--- config.mk ---
export PLATFORM = sky130hd
export DESIGN_NAME = cb_sync_filt
export DESIGN_NICKNAME = d
export VERILOG_FILES = /design/src/rtl/cb_sync_pkg.sv /design/src/rtl/cb_sync_filt_if.sv /design/src/rtl/cb_sync_filt_ch.sv /design/src/rtl/cb_sync_filt.sv
export SDC_FILE = /design/constraint.sdc
export NUM_CORES = 1
export LEC_CHECK = 0
export CORE_ASPECT_RATIO = 0.6
export CORE_MARGIN = 2
export CORE_UTILIZATION = 40
export DETAILED_ROUTE_END_ITERATION = 6
export GPL_TIMING_DRIVEN = 0
export PLACE_DENSITY = 0.65
export SLEW_MARGIN = 40
export SYNTH_ARGS = -nofsm -noshare
export SYNTH_HDL_FRONTEND = slang
export SYNTH_SLANG_ARGS = --single-unit
--- constraint.sdc ---
create_clock -name clk_sys -period 2.6 [get_ports clk_sys]
set_input_delay 0.78 -clock clk_sys [delete_from_list [all_inputs] [get_ports clk_sys]]
set_output_delay 0.78 -clock clk_sys [all_outputs]
set_load 0.01 [all_outputs]
--- src/rtl/cb_sync_pkg.sv ---
// ============================================================================
// Module      : cb_sync_pkg
// Description : Shared constants, types and helpers for the cb_sync_filt
//               synchroniser / glitch-filter block.
// Revision    : 1.0 - initial release
// ============================================================================
`default_nettype none

package cb_sync_pkg;

    localparam int SYNC_STAGES_MIN = 2;
    localparam int SYNC_STAGES_MAX = 4;

    typedef enum logic [1:0] {
        EDGE_NONE = 2'd0,
        EDGE_RISE = 2'd1,
        EDGE_FALL = 2'd2
    } edge_e;

    // Stability counter only needs to reach FILT_CNT-1; never narrower than 1 bit.
    function automatic int cnt_width(input int n);
        return (n < 2) ? 1 : $clog2(n);
    endfunction

endpackage

`default_nettype wire

--- src/rtl/cb_sync_filt_if.sv ---
// ============================================================================
// Module      : cb_sync_filt_if
// Description : Channel bundle (inputs, filtered levels, edge pulses) for the
//               cb_sync_filt block and its per-channel slices.
// Revision    : 1.0 - initial release
// ============================================================================
`default_nettype none

interface cb_sync_filt_if #(
    parameter int WIDTH = 8
);
    logic [WIDTH-1:0] dat_in;
    logic [WIDTH-1:0] dat_out;
    logic [WIDTH-1:0] rise_pls;
    logic [WIDTH-1:0] fall_pls;

    modport master (
        output dat_in,
        input  dat_out,
        input  rise_pls,
        input  fall_pls
    );

    modport slave (
        input  dat_in,
        output dat_out,
        output rise_pls,
        output fall_pls
    );
endinterface

`default_nettype wire

--- src/rtl/cb_sync_filt_ch.sv ---
// ============================================================================
// Module      : cb_sync_filt_ch
// Description : One channel: STAGES-deep synchroniser, stability counter and
//               edge-pulse registers. Pulses built only with CB_SYNC_EDGE_EN.
// Revision    : 1.0 - initial release
// ============================================================================
`default_nettype none

module cb_sync_filt_ch
    import cb_sync_pkg::*;
#(
    parameter int   STAGES   = 2,
    parameter int   FILT_CNT = 4,
    parameter logic INT_BIT  = 1'b0
) (
    input  wire logic        clk_sys,
    input  wire logic        rst,
    cb_sync_filt_if.slave    bus
);

    // First STAGES-1 flops; the final stage is r_s (filtered) or r_out (bypass).
    logic [STAGES-2:0] r_sync;
    logic              r_out;
    logic              w_out_nxt;

    always_ff @(posedge clk_sys) begin
        if (rst) begin
            r_sync <= {(STAGES-1){INT_BIT}};
        end else begin
            r_sync[0] <= bus.dat_in[0];
            for (int k = 1; k < STAGES - 1; k++) begin
                r_sync[k] <= r_sync[k-1];
            end
        end
    end

    generate
        if (FILT_CNT > 0) begin : g_filt
            localparam int             c_cnt_w   = cnt_width(FILT_CNT);
            localparam logic [c_cnt_w-1:0] c_cnt_max = c_cnt_w'(FILT_CNT - 1);

            logic               r_s;
            logic [c_cnt_w-1:0] r_cnt;
            logic [c_cnt_w-1:0] w_cnt_nxt;

            always_ff @(posedge clk_sys) begin
                if (rst) begin
                    r_s   <= INT_BIT;
                    r_cnt <= '0;
                end else begin
                    r_s   <= r_sync[STAGES-2];
                    r_cnt <= w_cnt_nxt;
                end
            end

            // Any return of s to the current output restarts the count.
            always_comb begin
                w_out_nxt = r_out;
                w_cnt_nxt = '0;
                if (r_s != r_out) begin
                    if (r_cnt == c_cnt_max) begin
                        w_out_nxt = r_s;
                    end else begin
                        w_cnt_nxt = r_cnt + c_cnt_w'(1);
                    end
                end
            end
        end else begin : g_bypass
            assign w_out_nxt = r_sync[STAGES-2];
        end
    endgenerate

    always_ff @(posedge clk_sys) begin
        if (rst) begin
            r_out <= INT_BIT;
        end else begin
            r_out <= w_out_nxt;
        end
    end

    assign bus.dat_out[0] = r_out;

`ifdef CB_SYNC_EDGE_EN
    edge_e w_edge;
    logic  r_rise;
    logic  r_fall;

    // Pulses are registered from the next-output value so they line up with dat_out.
    always_comb begin
        w_edge = EDGE_NONE;
        if (w_out_nxt && !r_out) begin
            w_edge = EDGE_RISE;
        end else if (!w_out_nxt && r_out) begin
            w_edge = EDGE_FALL;
        end
    end

    always_ff @(posedge clk_sys) begin
        if (rst) begin
            r_rise <= 1'b0;
            r_fall <= 1'b0;
        end else begin
            r_rise <= (w_edge == EDGE_RISE);
            r_fall <= (w_edge == EDGE_FALL);
        end
    end

    assign bus.rise_pls[0] = r_rise;
    assign bus.fall_pls[0] = r_fall;
`else
    assign bus.rise_pls[0] = 1'b0;
    assign bus.fall_pls[0] = 1'b0;
`endif

endmodule

`default_nettype wire

--- src/rtl/cb_sync_filt.sv ---
// ============================================================================
// Module      : cb_sync_filt
// Description : WIDTH independent synchronise + debounce channels with optional
//               rise/fall pulses (enabled by macro CB_SYNC_EDGE_EN).
// Revision    : 1.0 - initial release
// ============================================================================
`default_nettype none

module cb_sync_filt
    import cb_sync_pkg::*;
#(
    parameter int               U_DLY     = 1,
    parameter int               WIDTH     = 8,
    parameter int               STAGES    = 2,
    parameter int               FILT_CNT  = 4,
    parameter logic [WIDTH-1:0] INT_VALUE = '0
) (
    input  wire logic             clk_sys,
    input  wire logic             rst,
    input  wire logic [WIDTH-1:0] dat_in,
    output      logic [WIDTH-1:0] dat_out,
    output      logic [WIDTH-1:0] rise_pls,
    output      logic [WIDTH-1:0] fall_pls
);

    // U_DLY is kept for drop-in compatibility; registers update with zero delay.
    generate
        if (WIDTH < 1 || STAGES < SYNC_STAGES_MIN || STAGES > SYNC_STAGES_MAX
            || U_DLY < 0) begin : g_param_err
            $error("cb_sync_filt: illegal WIDTH/STAGES/U_DLY parameterisation");
        end
    endgenerate

    generate
        for (genvar i = 0; i < WIDTH; i++) begin : g_ch
            cb_sync_filt_if #(.WIDTH(1)) u_ch_if ();

            assign u_ch_if.dat_in = dat_in[i];
            assign dat_out[i]     = u_ch_if.dat_out[0];
            assign rise_pls[i]    = u_ch_if.rise_pls[0];
            assign fall_pls[i]    = u_ch_if.fall_pls[0];

            cb_sync_filt_ch #(
                .STAGES   (STAGES),
                .FILT_CNT (FILT_CNT),
                .INT_BIT  (INT_VALUE[i])
            ) u_ch (
                .clk_sys (clk_sys),
                .rst     (rst),
                .bus     (u_ch_if.slave)
            );
        end
    endgenerate

endmodule

`default_nettype wire

# Yosys cells after proc, flatten, opt, wreduce, memory -nomap -nowiden

Index checks and enable logic that the tools add are counted.

Register bits after elaboration: 40
Output and inout port bits: 24
Logic and storage cells: 80

Add/sub/neg operators: 8
Equality and inequality tests: 16
Bitwise logic cells: 8
Reductions and logical operators: 16

Operators with widths:

| cell                                                           | number |
|---|---|
| 3-bit OR reduction                                             | 8 |
| 2-bit by 1-bit adder with 2-bit output (second input constant) | 8 |
| 2-bit equality test (second input constant)                    | 8 |
| 2-bit AND reduction                                            | 8 |
| 1-bit inequality test                                          | 8 |
| 1-bit NOT                                                      | 8 |

# Depth between registers and ports, before layout

Depth after elaboration: 3
Depth in mapped cells: 3
Mapped depth without buffers: 3

# Modules after synthesis

A second synthesis with hierarchy kept.

Cell total of the unflattened synthesis: 152
Area total of the unflattened synthesis: 1681.6 µm²

By module, submodules not included:

| module          | times used | cells each | area each (µm²) | seq. area each (µm²) |
|---|---|---|---|---|
| cb_sync_filt_ch | 8          | 16         | 187.7           | 100.1 |
| cb_sync_filt    | 1          | 24         | 180.2           | 0.0 |

# Least setup slack after synthesis

Ideal clock, no wire load.

Path type: reg2out
Start point: reg g_ch[0].u_ch.r_out
End point: out dat_out[0]
Arrival: 0.456 ns
Path slack: 1.364 ns
Stages on the path, launching flop included: 2
Path buffers: 1
Cell sequence: dfxtp_1 > buf_4

RTL lines:

| element                | RTL line              | source |
|---|---|---|
| from (decl)            | cb_sync_filt_ch.sv:23 | `logic r_out;` |
| from (signal assigned) | cb_sync_filt_ch.sv:77 | `r_out <= w_out_nxt;` |
| to (decl)              | cb_sync_filt.sv:21    | `output logic [WIDTH-1:0] dat_out,` |

No word-level cell between the ends.

# Final worst setup path

Start point: reg g_ch[7].u_ch.r_out
End point: out dat_out[7]

RTL lines:

| element                | RTL line |
|---|---|
| from (decl)            | cb_sync_filt_ch.sv:23 |
| from (signal assigned) | cb_sync_filt_ch.sv:77 |

No word-level cell between the ends.

==> impl_metrics.xml <==
<?xml version="1.0" encoding="UTF-8"?>
<metrics>
  <group name="run_status">
    <metric name="run_status" unit="">finished, final reports clean</metric>
  </group>
  <group name="detailed_routing">
    <metric name="met3_length" unit="um">127</metric>
    <metric name="routed-wl-met2" unit="um">1140</metric>
    <metric name="remaining_drc_errors" unit="">0</metric>
    <metric name="vias_per_cell" unit="">4.24</metric>
    <metric name="final_antenna_net_count" unit="">0</metric>
    <metric name="detail_route.first_pass.iterations" unit="">4</metric>
    <metric name="dr_total_vias" unit="">929</metric>
    <metric name="drt_wl_total" unit="um">2340</metric>
    <metric name="top_signal_layer_used" unit="">met4</metric>
    <metric name="routed_wire_length_per_instance" unit="um">10.7</metric>
    <metric name="detailedRoute.firstIterationViolations" unit="">11</metric>
    <metric name="m1WireLength" unit="um">1030</metric>
  </group>
  <group name="die">
    <metric name="core_area" unit="um^2">3760</metric>
    <metric name="die_height" unit="um">53.2</metric>
    <metric name="initial_core_util" unit="">0.428</metric>
    <metric name="num_io_pins" unit="">34</metric>
    <metric name="die_width" unit="um">85.9</metric>
    <metric name="count_of_standard_cell_rows" unit="">17</metric>
    <metric name="die_ar" unit="um^2">4570</metric>
  </group>
  <group name="yosys">
    <metric name="synth_top_cells_by_count" unit="">sky130_fd_sc_hd__dfxtp_1, sky130_fd_sc_hd__buf_4, sky130_fd_sc_hd__nor2b_1</metric>
    <metric name="ys_async_sr_fraction" unit="">0</metric>
    <metric name="ys_warn_count" unit="">0</metric>
    <metric name="yosys.area.top_type" unit="">sky130_fd_sc_hd__dfxtp_1</metric>
    <metric name="post_synth_instance_area" unit="um^2">1610</metric>
    <metric name="yosysSeqAreaShare" unit="">0.497</metric>
    <metric name="yosys_register_bits" unit="">40</metric>
    <metric name="synth_most_common_cell" unit="">sky130_fd_sc_hd__dfxtp_1</metric>
    <metric name="synth.distinct_cells" unit="">13</metric>
    <metric name="netlist.area_leader.share" unit="">0.497</metric>
    <metric name="synth.avg_cell_area" unit="um^2">12.1</metric>
    <metric name="syn-instance-count" unit="">133</metric>
    <metric name="synth_ff_type" unit="">sky130_fd_sc_hd__dfxtp_1</metric>
    <metric name="number_of_enable_type_register_cells_in_the_synthesized_netlist" unit="">0</metric>
    <metric name="synth_area_leaders" unit="">sky130_fd_sc_hd__dfxtp_1, sky130_fd_sc_hd__buf_4, sky130_fd_sc_hd__nor4b_2</metric>
  </group>
  <group name="place">
    <metric name="place.gp.congestion" unit="">0.663</metric>
    <metric name="port_buffers" unit="">16</metric>
    <metric name="dpl_worst_slack" unit="ps">816</metric>
    <metric name="dp.final_hpwl" unit="um">1710</metric>
  </group>
  <group name="worst_setup_path">
    <metric name="critical_path.max_stage_delay" unit="ps">520</metric>
    <metric name="worst_setup_path_start_kind" unit="">flip-flop</metric>
    <metric name="path_cells" unit="">buf_4 &gt; clkdlybuf4s50_1</metric>
    <metric name="setup.worst_path.class" unit="">flip-flop to output port</metric>
    <metric name="cp_num_buf_inv" unit="">2</metric>
    <metric name="arrival" unit="ps">1310</metric>
    <metric name="critical_path.max_fanout" unit="">3</metric>
    <metric name="critical-path-slowest-cell" unit="">sky130_fd_sc_hd__clkdlybuf4s50_1</metric>
    <metric name="cpLargestDelayFamily" unit="">buffers and inverters</metric>
    <metric name="critPathCaptureType" unit="">output port</metric>
    <metric name="crit_required" unit="ps">1820</metric>
  </group>
  <group name="cts">
    <metric name="clockBufferDepth" unit="">2</metric>
    <metric name="post_cts_resized" unit="">0</metric>
    <metric name="clockRootBuffer" unit="">sky130_fd_sc_hd__clkbuf_8</metric>
    <metric name="cts_made_buffers" unit="">5</metric>
    <metric name="clock_sink_count" unit="">40</metric>
    <metric name="cts-hold-fix-buffers" unit="">0</metric>
    <metric name="cts.repair_timing.setup_buffer_count" unit="">0</metric>
    <metric name="cts.reportedPaths.clkPinSlew" unit="ps">80</metric>
    <metric name="cts_tree" unit="">yes</metric>
    <metric name="worst_skew_pair.late_latency" unit="ps">290</metric>
    <metric name="cts_max_level" unit="">2</metric>
  </group>
  <group name="grt">
    <metric name="grt_antenna_before_repair" unit="">0</metric>
    <metric name="globalRouteOverflowTotal" unit="">0</metric>
    <metric name="via_count_of_the_first_global_routing_pass" unit="">937</metric>
    <metric name="total_global_route_track_usage" unit="">0.118</metric>
    <metric name="grt_pass1_wl" unit="um">3880</metric>
    <metric name="grt_start_max_net_pins" unit="">12</metric>
  </group>
  <group name="timing">
    <metric name="fin_setup_tns" unit="ps">0</metric>
    <metric name="final.setup.worst_slack" unit="ps">510</metric>
    <metric name="highest_achievable_clock_rate" unit="GHz">0.478</metric>
    <metric name="finalHoldViolations" unit="">0</metric>
    <metric name="min_period" unit="ps">2090</metric>
    <metric name="unrepaired_setup_endpoints_after_global_routing" unit="">no</metric>
    <metric name="timing.final.setup_violations" unit="">0</metric>
    <metric name="drv_slew" unit="">0</metric>
    <metric name="final.setup_skew" unit="ps">6.69</metric>
    <metric name="post-route-period-util" unit="">0.804</metric>
  </group>
  <group name="finish">
    <metric name="layout.nets" unit="">189</metric>
    <metric name="synth_to_layout_area_growth" unit="%">22.7</metric>
    <metric name="multi_input_logic_area" unit="um^2">648</metric>
    <metric name="filler_cell_count" unit="">336</metric>
    <metric name="share_of_final_layout_standard_cells_stronger_than_drive_strength_1" unit="">0.279</metric>
    <metric name="regArea" unit="um^2">801</metric>
    <metric name="antenna_cells_inserted" unit="">0</metric>
  </group>
  <group name="power">
    <metric name="power-per-cell-area" unit="nW/um^2">572</metric>
    <metric name="vdd_drop_max" unit="uV">250</metric>
    <metric name="power.leakage" unit="nW">0.810</metric>
  </group>
  <group name="min_path">
    <metric name="hold_path_class" unit="">flip-flop to flip-flop</metric>
  </group>
  <group name="run">
    <metric name="maxCapViolCount" unit="">0</metric>
  </group>
</metrics>
-- cells by family after synthesis --
logic type               share of synthesized area
adder cells (fa/ha/maj)                     0.0621
flip-flops                                   0.497
other                                      0.00233
multiplexers                                0.0497
XOR/XNOR                                    0.0435
buffers and inverters                        0.136
AND/OR/NAND/NOR                              0.210
-- final cells by class --
cell class	instances	share of cell area
Buffer	28	0.111
Clock buffer	8	0.0456
Multi-Input combinational cell	80	0.328
Sequential cell	40	0.405
Tap cell	47	0.0297
Timing Repair Buffer	16	0.0810
-- state kept, by name, indices dropped and copies added, names as in the netlist --
signal and flops:
g_ch.u_ch.g_filt.r_s 8, g_ch.u_ch.bus.dat_out 8, g_ch.u_ch.r_sync 8, g_ch.u_ch.g_filt.r_cnt 16
-- worst reg2reg max path: stages, from the launching register on --
cell,delay (ps)
sky130_fd_sc_hd__dfxtp_1,360
sky130_fd_sc_hd__ha_1,250
sky130_fd_sc_hd__mux2i_1,210
sky130_fd_sc_hd__nor2_1,60
-- cell usage in the layout, fill, tap and decap left out --
cell type and n:
sky130_fd_sc_hd__ha_1 8, sky130_fd_sc_hd__clkbuf_1 2, sky130_fd_sc_hd__nor2_1 8, sky130_fd_sc_hd__buf_6 3
sky130_fd_sc_hd__dfxtp_1 40, sky130_fd_sc_hd__nor4_2 6, sky130_fd_sc_hd__nor2b_1 16, sky130_fd_sc_hd__nor4b_2 8
sky130_fd_sc_hd__buf_4 24, sky130_fd_sc_hd__buf_2 1, sky130_fd_sc_hd__conb_1 16, sky130_fd_sc_hd__clkdlybuf4s50_1 16
sky130_fd_sc_hd__clkbuf_8 6, sky130_fd_sc_hd__mux2i_1 8, sky130_fd_sc_hd__xnor2_1 8, sky130_fd_sc_hd__nor4_1 2
-- path summary, 6_finish.rpt --
path | from | to | slack, ps | depth (start not counted)
worst max-delay path | g_ch[7].u_ch.bus.dat_out$_SDFFE_PP0P_ | dat_out[7] | 510 | 2
worst min-delay path | g_ch[0].u_ch.r_sync$_SDFF_PP0_ | g_ch[0].u_ch.g_filt.r_s$_SDFF_PP0_ | 440 | 1
worst max register to register | g_ch[7].u_ch.g_filt.r_cnt[0]$_SDFF_PP0_ | g_ch[7].u_ch.bus.dat_out$_SDFFE_PP0P_ | 1620 | 3
worst min register to register | g_ch[0].u_ch.r_sync$_SDFF_PP0_ | g_ch[0].u_ch.g_filt.r_s$_SDFF_PP0_ | 440 | 1
-- per-layer routing --
| metal | vias up | global-route usage |
|---|---|---|
| li1 | 480 | - |
| met1 | 423 | 0.117 |
| met2 | 20 | 0.217 |
| met3 | 6 | 0.0546 |
| met4 | 0 | 0.0476 |
| met5 | - | 0 |
-- power by group --
group          leakage (nW)  internal, mW  switching [mW]
Sequential            0.326         0.628         0.00695
Combinational         0.438        0.0445          0.0347
Clock                0.0455         0.216           0.201
Total                 0.810         0.889           0.243
-- through the flow --
stage / cells / area [um^2] / power (mW) / hold slack (ps) / util
after CTS: 219 / 1980 / 1.14 / 437 / 0.525
after floorplan: 148 / 1670 / 0.708 / 405 / -
after detailed placement: 211 / 1890 / 0.729 / 423 / 0.501
final: 219 / 1980 / 1.13 / 436 / 0.525
after global placement: 211 / 1890 / 0.726 / 414 / 0.501
after global routing: 219 / 1980 / 1.18 / 451 / 0.525
No activity file was read; power rests on OpenSTA's default activity.
